===== src/rtl/vga_pkg.sv =====
// Shared VGA pixel-pipeline widths and the timing-bus record carried between stages.
package vga_pkg;
  localparam int unsigned HCOUNT_W = 11;
  localparam int unsigned RGB_W    = 12;
  localparam int unsigned ADDR_W   = 12;

  typedef struct packed {
    logic [HCOUNT_W-1:0] vcount;
    logic                vsync;
    logic                vblnk;
    logic [HCOUNT_W-1:0] hcount;
    logic                hsync;
    logic                hblnk;
    logic [RGB_W-1:0]    rgb;
  } vga_if_t;
endpackage


===== src/rtl/draw_image_delay.sv =====
// Fixed-depth register delay line with asynchronous active-low clear.
module delay #(
  parameter int unsigned WIDTH = 1,
  parameter int unsigned DEPTH = 1
) (
  input  logic             clk,
  input  logic             rst_n,
  input  logic [WIDTH-1:0] din_i,
  output logic [WIDTH-1:0] dout_o
);
  logic [WIDTH-1:0] stage_q [DEPTH];

  always_ff @(posedge clk or negedge rst_n) begin
    if (!rst_n) begin
      for (int unsigned i = 0; i < DEPTH; i++) stage_q[i] <= '0;
    end else begin
      stage_q[0] <= din_i;
      for (int unsigned i = 1; i < DEPTH; i++) stage_q[i] <= stage_q[i-1];
    end
  end

  assign dout_o = stage_q[DEPTH-1];
endmodule


===== src/rtl/draw_image.sv =====
// Overlays a 64x64 ROM image at a frame-latched position onto the VGA stream;
// 3-cycle pipeline: address, ROM read, composite.
module draw_image
  import vga_pkg::*;
#(
  parameter int unsigned      IMG_W   = 64,
  parameter int unsigned      IMG_H   = 64,
  parameter bit               KEY_EN  = 1'b1,
  parameter logic [RGB_W-1:0] KEY_RGB = 12'hF0F
) (
  input  logic                clk,
  input  logic                rst_n,
  input  logic [HCOUNT_W-1:0] hcount_in,
  input  logic [HCOUNT_W-1:0] vcount_in,
  input  logic                hsync_in,
  input  logic                vsync_in,
  input  logic                hblnk_in,
  input  logic                vblnk_in,
  input  logic [RGB_W-1:0]    rgb_in,
  input  logic [HCOUNT_W-1:0] xpos,
  input  logic [HCOUNT_W-1:0] ypos,
  output logic [ADDR_W-1:0]   rom_addr,
  input  logic [RGB_W-1:0]    rom_rgb,
  output logic [HCOUNT_W-1:0] hcount_out,
  output logic [HCOUNT_W-1:0] vcount_out,
  output logic                hsync_out,
  output logic                vsync_out,
  output logic                hblnk_out,
  output logic                vblnk_out,
  output logic [RGB_W-1:0]    rgb_out
);
  localparam logic [HCOUNT_W:0] IMG_W_EXT = IMG_W[HCOUNT_W:0];
  localparam logic [HCOUNT_W:0] IMG_H_EXT = IMG_H[HCOUNT_W:0];

  logic [HCOUNT_W-1:0] x_lat_q, y_lat_q;
  logic                vblnk_prev_q, armed_q;
  logic                vblnk_rise;

  // armed_q blocks a vblnk held high across reset release from reading as an edge
  assign vblnk_rise = vblnk_in & ~vblnk_prev_q & armed_q;

  always_ff @(posedge clk or negedge rst_n) begin
    if (!rst_n) begin
      x_lat_q      <= '0;
      y_lat_q      <= '0;
      vblnk_prev_q <= 1'b0;
      armed_q      <= 1'b0;
    end else begin
      armed_q      <= 1'b1;
      vblnk_prev_q <= vblnk_in;
      if (vblnk_rise) begin
        x_lat_q <= xpos;
        y_lat_q <= ypos;
      end
    end
  end

  logic       h_in, v_in, in_win;
  logic [5:0] dx, dy;
  logic [ADDR_W-1:0] rom_addr_d, rom_addr_q;

  assign h_in = (hcount_in >= x_lat_q) &&
                ({1'b0, hcount_in} < ({1'b0, x_lat_q} + IMG_W_EXT));
  assign v_in = (vcount_in >= y_lat_q) &&
                ({1'b0, vcount_in} < ({1'b0, y_lat_q} + IMG_H_EXT));
  assign in_win = h_in && v_in;
  assign dx = hcount_in[5:0] - x_lat_q[5:0];
  assign dy = vcount_in[5:0] - y_lat_q[5:0];
  assign rom_addr_d = in_win ? {dy, dx} : '0;

  always_ff @(posedge clk or negedge rst_n) begin
    if (!rst_n) rom_addr_q <= '0;
    else        rom_addr_q <= rom_addr_d;
  end

  assign rom_addr = rom_addr_q;

  vga_if_t bus_in, bus_d2, bus_out_d, bus_out_q;
  logic    in_win_d2;

  assign bus_in = '{vcount: vcount_in, vsync: vsync_in, vblnk: vblnk_in,
                    hcount: hcount_in, hsync: hsync_in, hblnk: hblnk_in,
                    rgb: rgb_in};

  delay #(
    .WIDTH ($bits(vga_if_t) + 1),
    .DEPTH (2)
  ) u_bus_delay (
    .clk    (clk),
    .rst_n  (rst_n),
    .din_i  ({in_win, bus_in}),
    .dout_o ({in_win_d2, bus_d2})
  );

  always_comb begin
    bus_out_d = bus_d2;
    if (bus_d2.hblnk || bus_d2.vblnk)
      bus_out_d.rgb = '0;
    else if (in_win_d2 && !(KEY_EN && (rom_rgb == KEY_RGB)))
      bus_out_d.rgb = rom_rgb;
  end

  always_ff @(posedge clk or negedge rst_n) begin
    if (!rst_n) bus_out_q <= '0;
    else        bus_out_q <= bus_out_d;
  end

  assign hcount_out = bus_out_q.hcount;
  assign vcount_out = bus_out_q.vcount;
  assign hsync_out  = bus_out_q.hsync;
  assign vsync_out  = bus_out_q.vsync;
  assign hblnk_out  = bus_out_q.hblnk;
  assign vblnk_out  = bus_out_q.vblnk;
  assign rgb_out    = bus_out_q.rgb;
endmodule


===== config.mk =====
export PLATFORM = sky130hd
export DESIGN_NAME = draw_image
export DESIGN_NICKNAME = d
export VERILOG_FILES = /design/src/rtl/vga_pkg.sv /design/src/rtl/draw_image_delay.sv /design/src/rtl/draw_image.sv
export SDC_FILE = /design/constraint.sdc
export NUM_CORES = 1
export LEC_CHECK = 0
export CAP_MARGIN = 20
export CORE_ASPECT_RATIO = 0.6
export CORE_UTILIZATION = 34
export CTS_BUF_LIST = sky130_fd_sc_hd__clkbuf_4
export CTS_CLUSTER_SIZE = 25
export DETAILED_ROUTE_END_ITERATION = 8
export PLACE_DENSITY = 0.57
export SETUP_SLACK_MARGIN = 0.5
export SLEW_MARGIN = 10
export SYNTH_ARGS = -nofsm -noshare
export SYNTH_HDL_FRONTEND = slang
export SYNTH_SLANG_ARGS = --single-unit
export TNS_END_PERCENT = 1

===== constraint.sdc =====
create_clock -name clk -period 2.1 [get_ports clk]
set_input_delay 0.21 -clock clk [delete_from_list [all_inputs] [get_ports clk]]
set_output_delay 0.21 -clock clk [all_outputs]
set_load 0.005 [all_outputs]

==> results.tsv, run 1 <==
metric	value	unit
reg2reg setup slack	-0.16	ns
Reg clk slew, reported paths	0.15	ns
clock skew	0.02428	ns
Finished Cell Area	0.007664	mm²
worst path arrival time	2.70	ns
pre-CTS setup slack	-0.5862	ns
Remaining DRCs	11	
Syn Std Cell Area	0.005508	mm²
dominant cells by area after synthesis	dfrtp_1 69%, ha_1 7.7%, mux2_2 4.5%	
Total GRT Usage	14.82	%
clk buf depth	2	
Max Cap Violations	0	
first-pass GRT wire length	18710	µm
TritonCTS clock tree	built	
initial antenna violation count	0	
initial DRC count	219	
HPWL after DPL	8522	µm
Crit. End Element	flip-flop	
Max Fclk	0.4418	GHz
Final period util	107.8	%
DRT Pass-1 Iters	6	
Hold Crit Endpoint	u_bus_delay.stage_q[50]	
XOR/XNOR Fraction of Synth Area	1.908	%
hold depth	1	
Pleak	3.664	nW
min-delay src	rgb_in[11]	
Hold WC Path Type	input port to flip-flop	
Initial Util	35.33	%
largest family of logic cells by synthesized area	adder cells	
number of flops mapped to enable cells by yosys	0	
ys flop type	dfrtp_1	
CTS H-tree depth	4	
Final Setup Violations	13	
Root Driver	clkbuf_4	
total power	0.006442	W
FF+latch count, synth	151	
total grt overflow	0	
Distinct cells, synth	44	
Yosys warnings	0	
final wirelength	11440	µm
Routed Antenna Nets	0	
post-synthesis mux area share	5.770	%
post-layout util	49.16	%
status	finished with violations	
R2R depth	10	
Die Ht	100.6	µm
violated checks	design-rule violations, negative setup slack	
area share of the largest cell type after synthesis	68.61	%
Vias	3495	
Slew @ Worst Pin	0.5262	ns
Num CTS Buffers	17	
syn_nets	491	
syn_area_per_cell	14.46	µm²
Final Slew Violations	0	
crit path kind	flip-flop to flip-flop	
CTS sink cnt	151	
fin nets	678	
Via-to-Cell Ratio	4.458	
Synth Area in Compound Gates	6.588	%
RSZ-0062 raised after global routing	yes	
Row Count	35	
share of layout cells above drive strength 1	22.20	%
CP Data Required Time	2.54	ns
top cell type by total area after synthesis	dfrtp_1	
Peak VDD IR	0.0003862	V
time the worst path needs with I/O delays and setup	2.264	ns
Fill cells	1385	
# diodes	0	
post-synthesis adder-cell area fraction	8.451	%
die area	0.01673	mm²
PD cells	840.6	mW/mm²
Clock Latency Late Sink	0.53	ns
core area	0.01559	mm²
Post-DP Area	0.007387	mm²
area delta synth->final	39.14	%
vias in the first global route	3588	
Cells after DPL	750	
R2R Path Start	x_lat_q[0]	
fin cells	784	
Slew headroom	64.92	%
die width	166.3	µm
FF-to-FF End	rom_addr[8]	
drt wl/cell	14.60	µm
Hold Violations, Final	0	
register area share after synthesis	68.61	%
largest net degree at the start of global routing	60	
# IOs	124	
IO Port Bufs	123	
crit path max fanout	6	
Syn Inst Count	381	
ys async rst share	100.0	%
post-synthesis simple-gate area fraction	5.952	%
Worst setup SP type	flip-flop	
Final WS setup	-0.1636	ns
global placement routability congestion	0.8345	
## stage by stage
step / hold slack [ns] / TNS, ns
2_1_floorplan: -0.08559 / 0
3_3_place_gp: 0.2112 / -5.872
3_5_place_dp: 0.2148 / -7.001
4_1_cts: 0.01955 / -2.103
5_1_grt: 0.02907 / -4.229
6_report: 0.09457 / -1.705
## synthesized netlist by cell type, drive strengths merged (2+ instances only)
cell type	count
dfrtp	151
ha	34
inv	28
mux2	22
a21oi	19
nor2	15
nand2	14
nand3	9
nor3	9
xnor2	8
mux2i	7
o21ai	7
a21o	6
buf	5
o211ai	5
xor2	4
a211oi	3
a221oi	3
nand3b	3
nor3b	3
o21a	3
clkbuf	2
fa	2
nand4b	2
nor2b	2
## state kept, by name (all words and copies together), names as in the netlist
name                 cells
x_lat_q                 11
vcount_out              11
rom_addr                12
hblnk_out                1
u_bus_delay.stage_q     39
vsync_out                1
y_lat_q                 11
u_bus_delay.dout_o      39
hcount_out              11
rgb_out                 12
armed_q                  1
vblnk_out                1
hsync_out                1
## layout by cell type (no fill, tap or decap), drive strengths merged, types with 4 or more instances in the layout
cell / netlist / routed
clkdlybuf4s50: 0 / 72
a21oi: 19 / 19
nor3: 9 / 9
dlygate4sd2: 0 / 50
o211ai: 5 / 5
dfrtp: 151 / 151
clkinv: 0 / 4
ha: 34 / 34
a21o: 6 / 6
nor2: 15 / 15
clkbuf: 2 / 18
mux2: 22 / 22
nand3: 9 / 9
xor2: 4 / 4
mux2i: 7 / 7
o21ai: 7 / 7
nand2: 14 / 14
buf: 5 / 52
inv: 28 / 35
xnor2: 8 / 8
## metal layers
layer	global-route usage (%)	up-vias	wire (µm)
met5	0	-	0
met4	4.772	0	80
met3	5.300	7	742
met2	20.48	102	4745
met1	21.49	1706	5874
li1	-	1680	-
## cell type report
cell class                      count  area (µm²)  area share, %
Tap cell                          203       254.0          3.314
Sequential cell                   151        3781          49.34
Timing Repair Buffer              175        1620          21.14
Clock buffer                       18       135.1          1.763
Clock inverter                     14       115.1          1.502
Inverter                           28       105.1          1.371
Multi-Input combinational cell    195        1653          21.57
## repair_timing
action / in CTS / in global routing
endpoints found under the hold margin: 57 / 0
setup endpoints to repair: 63 / 13
setup buffers: 1 / 0
pin swaps: 5 / 5
resized for setup: 64 / 5
hold buffers: 1 / 0
## logic make-up (layout without fill, tap and decap cells)
kind of cell             Yosys count  after routing
adder cells (fa/ha/maj)           36             36
multiplexers                      29             29
other                              1              1
AO/OA/AOI/OAI                     53             53
flip-flops                       151            151
AND/OR/NAND/NOR                   64             64
XOR/XNOR                          12             12
buffers and inverters             35            235
## worst max-delay path by stage
stage,end,cells past startpoint,from,slack (ns)
final,rom_addr[8],10,x_lat_q[0],-0.16
after CTS,rom_addr[3],10,x_lat_q[0],-0.19
after floorplan,rom_addr[2],10,x_lat_q[0],0.09
after detailed placement,rom_addr[3],12,hcount_in[0],-0.59
after global placement,rom_addr[3],12,hcount_in[0],-0.48
after global routing,rom_addr[5],10,x_lat_q[0],-0.35
## critical path, cell delays in order (launching register included)
cell,delay [ns]
dfrtp_1,0.37
ha_2,0.19
inv_2,0.04
fa_2,0.34
a21o_1,0.18
a21oi_2,0.15
o21ai_1,0.09
o211ai_1,0.28
o211ai_2,0.20
buf_6,0.18
nor3_2,0.18
## power breakdown
| part | leakage [nW] | switching, W | total (W) | internal, W |
|---|---|---|---|---|
| Sequential | 1.81 | 0.000100 | 0.00324 | 0.00314 |
| Clock | 0.132 | 0.00111 | 0.00162 | 0.000513 |
| Combinational | 1.72 | 0.000730 | 0.00159 | 0.000858 |
| Total | 3.66 | 0.00194 | 0.00644 | 0.00451 |
No activity file was read; power rests on OpenSTA's default activity.
==> run 2: changes to the inputs <==
--- a/config.mk
+++ b/config.mk
@@ -7,14 +7,16 @@
 export LEC_CHECK = 0
 export CAP_MARGIN = 20
 export CORE_ASPECT_RATIO = 0.6
+export CORE_MARGIN = 2
 export CORE_UTILIZATION = 34
 export CTS_BUF_LIST = sky130_fd_sc_hd__clkbuf_4
 export CTS_CLUSTER_SIZE = 25
 export DETAILED_ROUTE_END_ITERATION = 8
-export PLACE_DENSITY = 0.57
+export PLACE_DENSITY = 0.56
 export SETUP_SLACK_MARGIN = 0.5
 export SLEW_MARGIN = 10
 export SYNTH_ARGS = -nofsm -noshare
 export SYNTH_HDL_FRONTEND = slang
+export SYNTH_HIERARCHICAL = 1
 export SYNTH_SLANG_ARGS = --single-unit
 export TNS_END_PERCENT = 1
==> run 2 against run 1 <==
  * The run ends with negative setup slack left
  * Largest cell class unchanged
  * Non-clock buffer count is 7 higher
  * Sequential power barely moved
  * Routed wire length rose by 6.2%
  * Via count increased by 2.4%
==> results.tsv, run 2 <==
metric	value	unit	change
R2R depth	9		-1
clock skew	0.02069	ns	-0.003584 ns
Syn Std Cell Area	0.005892	mm²	+7.0%
Distinct cells, synth	47		+6.8%
Clock Latency Late Sink	0.53	ns	about the same
share of layout cells above drive strength 1	24.92	%	+2.7 points
Worst setup SP type	flip-flop		
CP Cell Sequence	ha_2 -> xnor2_1 -> ha_2 -> o21a_1 -> o22a_1 -> o211ai_2 -> o211ai_2 -> buf_12 -> nor3b_2		
RSZ-0062 raised after global routing	yes		
Max Cap Violations	0		unchanged
R2R Path Start	x_lat_q[7]		
FF+latch count, synth	152		+0.66%
time the worst path needs with I/O delays and setup	2.222	ns	-0.04198 ns
largest net degree at the start of global routing	58		-3.3%
initial antenna violation count	0		unchanged
min-delay src	rgb_in[11]		
Top delay family on crit path	compound AO/OA/AOI/OAI gates		
syn_nets	536		+9.2%
Routed Antenna Nets	0		unchanged
IO Port Bufs	123		unchanged
Num CTS Buffers	17		unchanged
fin cells	828		+5.6%
top cell type by total area after synthesis	dfrtp_1		
Hold Violations, Final	0		unchanged
initial DRC count	160		-27%
Die Ht	106.0	µm	+5.3%
worst path arrival time	2.68	ns	-0.02 ns
die area	0.01843	mm²	+10%
Yosys warnings	6		+6
number of flops mapped to enable cells by yosys	0		unchanged
commonest non-fill, non-tap cell in the layout	dfrtp_1		
area delta synth->final	33.79	%	
Pleak	3.745	nW	+2.2%
# diodes	0		unchanged
drt wl/cell	14.67	µm	+0.52%
Hold Crit Endpoint	u_bus_delay/stage_q[50]		
ys async rst share	100.0	%	unchanged
Row Count	37		+5.7%
CP Data Required Time	2.56	ns	+0.02 ns
cell with the most instances after synthesis	dfrtp_1		
first-pass GRT wire length	20150	µm	+7.7%
ys flop type	dfrtp_1		
Total GRT Usage	14.21	%	-0.61 points
Remaining DRCs	0		-11
pre-CTS setup slack	-0.4232	ns	+0.1629 ns
Max Fclk	0.4501	GHz	+1.9%
Root Driver	clkbuf_4		
Via-to-Cell Ratio	4.322		-3.0%
vias in the first global route	3977		+11%
crit path max fanout	8		+2
Cells after DPL	786		+4.8%
violated checks	negative setup slack		
Commonest cells post-synth	152 x dfrtp_1, 40 x buf_4, 34 x ha_1		
Syn Inst Count	426		+12%
total grt overflow	0		unchanged
die width	173.9	µm	+4.6%
Final WS setup	-0.1216	ns	+0.04198 ns
crit path kind	flip-flop to flip-flop		
final wirelength	12150	µm	+6.2%
fin nets	691		+1.9%
TritonCTS clock tree	built		
Slew @ Worst Pin	0.5566	ns	+0.03042 ns
register area share after synthesis	64.56	%	-4.0 points
core area	0.01704	mm²	+9.3%
Final Slew Violations	0		unchanged
Vias	3579		+2.4%
dominant cells by area after synthesis	dfrtp_1 65%, ha_1 7.2%, buf_4 5.1%		
Slew headroom	62.89	%	-2.0 points
slowest CP cell	dfrtp_2		
hold depth	1		unchanged
DRT Pass-1 Iters	5		-1
status	finished with violations		
clk buf depth	2		unchanged
CTS sink cnt	152		+0.66%
# IOs	124		unchanged
area share of the largest cell type after synthesis	64.56	%	-4.0 points
Peak VDD IR	0.0003397	V	-12%
global placement routability congestion	0.7923		-5.1%
CTS H-tree depth	4		unchanged
Buffers & Inverters on Critical Path	1		-1
commonest non-fill, non-tap cells in the layout	151 x dfrtp_1, 72 x clkdlybuf4s50_1, 51 x buf_4, 50 x dlygate4sd2_1, 30 x ha_1		
Final period util	105.8	%	-2.0 points
reg2reg setup slack	-0.12	ns	+0.04 ns
FF-to-FF End	rom_addr[3]		
max incr delay on CP	0.46	ns	+0.09 ns
HPWL after DPL	8596	µm	+0.87%
Final Setup Violations	13		unchanged
PD cells	845.4	mW/mm²	+0.57%
syn_area_per_cell	13.83	µm²	-4.3%
Initial Util	34.58	%	-0.74 points
Hold WC Path Type	input port to flip-flop		
Crit. End Element	flip-flop		
Reg clk slew, reported paths	0.14	ns	about the same
## run 2: how the worst max path moves through the flow
stage,end,start,slack (ns),depth (start not counted)
after detailed placement,rom_addr[3],hcount_in[0],-0.42,12
after floorplan,rom_addr[2],x_lat_q[0],0.12,10
after global placement,rom_addr[3],hcount_in[0],-0.38,12
after CTS,rom_addr[2],x_lat_q[7],-0.12,10
final,rom_addr[3],x_lat_q[7],-0.12,9
after global routing,rom_addr[7],y_lat_q[6],-0.27,11
## run 2: layout make-up
type / instances / area, µm²
tap: 234 / 292.8
timing repair buffer: 182 / 1668
multi-input combinational: 200 / 1763
inverter: 28 / 105.1
sequential: 152 / 3805
clock buffer: 18 / 135.1
clock inverter: 14 / 113.9
fill: 1585 / 9154
## run 2: cell families (layout without fill, tap and decap cells)
kind of cell | count (synthesis) | after routing | synth area share, %
AOI/OAI and AO/OA | 55 | 55 | 6.222
xor gates and xnor gates | 12 | 12 | 1.784
adders and majority gates | 36 | 36 | 7.900
buffers and inverters | 74 | 242 | 7.539
DFF | 152 | 152 | 64.56
muxes | 29 | 29 | 5.394
other | 1 | 1 | 0.06365
and+or+nand+nor | 67 | 67 | 6.541
## run 2: metal layers
layer / up-vias / track usage, % / share of wire, %
met2: 106 / 20.77 / 43
met5: - / 0 / 0
met3: 18 / 4.900 / 6.3
li1: 1705 / - / -
met1: 1750 / 19.89 / 50
met4: 0 / 4.502 / 1.7
## run 2: repair_timing
| item | 4_1_cts | 5_1_grt |
|---|---|---|
| setup buffers | 6 | 3 |
| pin swaps | 13 | 17 |
| resized for setup | 60 | 17 |
| hold endpoints to repair | 54 | 0 |
| endpoints found under the setup margin | 63 | 13 |
| hold buffers | 1 | 0 |
| gates cloned | 0 | 0 |
## run 2: power by group
part / total, W / internal [W] / leakage [nW] / switching, W
registers: 0.00326 / 0.00316 / 1.83 / 0.000106
logic: 0.00177 / 0.000938 / 1.80 / 0.000835
clock network: 0.00163 / 0.000507 / 0.122 / 0.00112
total: 0.00666 / 0.00460 / 3.75 / 0.00206
## run 2: metrics by stage
step	TNS [ns]	instance area, µm²	power, W	util, %	hold slack [ns]
floorplan	0	5902	0.004200	-	-0.08559
detailed placement	-4.805	7493	0.004960	43.99	0.2140
finish	-1.065	7883	0.006664	46.27	0.09881
global placement	-4.456	7493	0.004926	43.99	0.2099
CTS	-0.9723	7777	0.006664	45.65	0.04910
global route	-3.012	7883	0.007116	46.27	0.02690
==> run 3: changes to the inputs <==
--- a/config.mk
+++ b/config.mk
@@ -5,7 +5,6 @@
 export SDC_FILE = /design/constraint.sdc
 export NUM_CORES = 1
 export LEC_CHECK = 0
-export CAP_MARGIN = 20
 export CORE_ASPECT_RATIO = 0.6
 export CORE_MARGIN = 2
 export CORE_UTILIZATION = 34
==> results of run 3 <==
Final layout, timing and power as in run 2 (identical DEF).
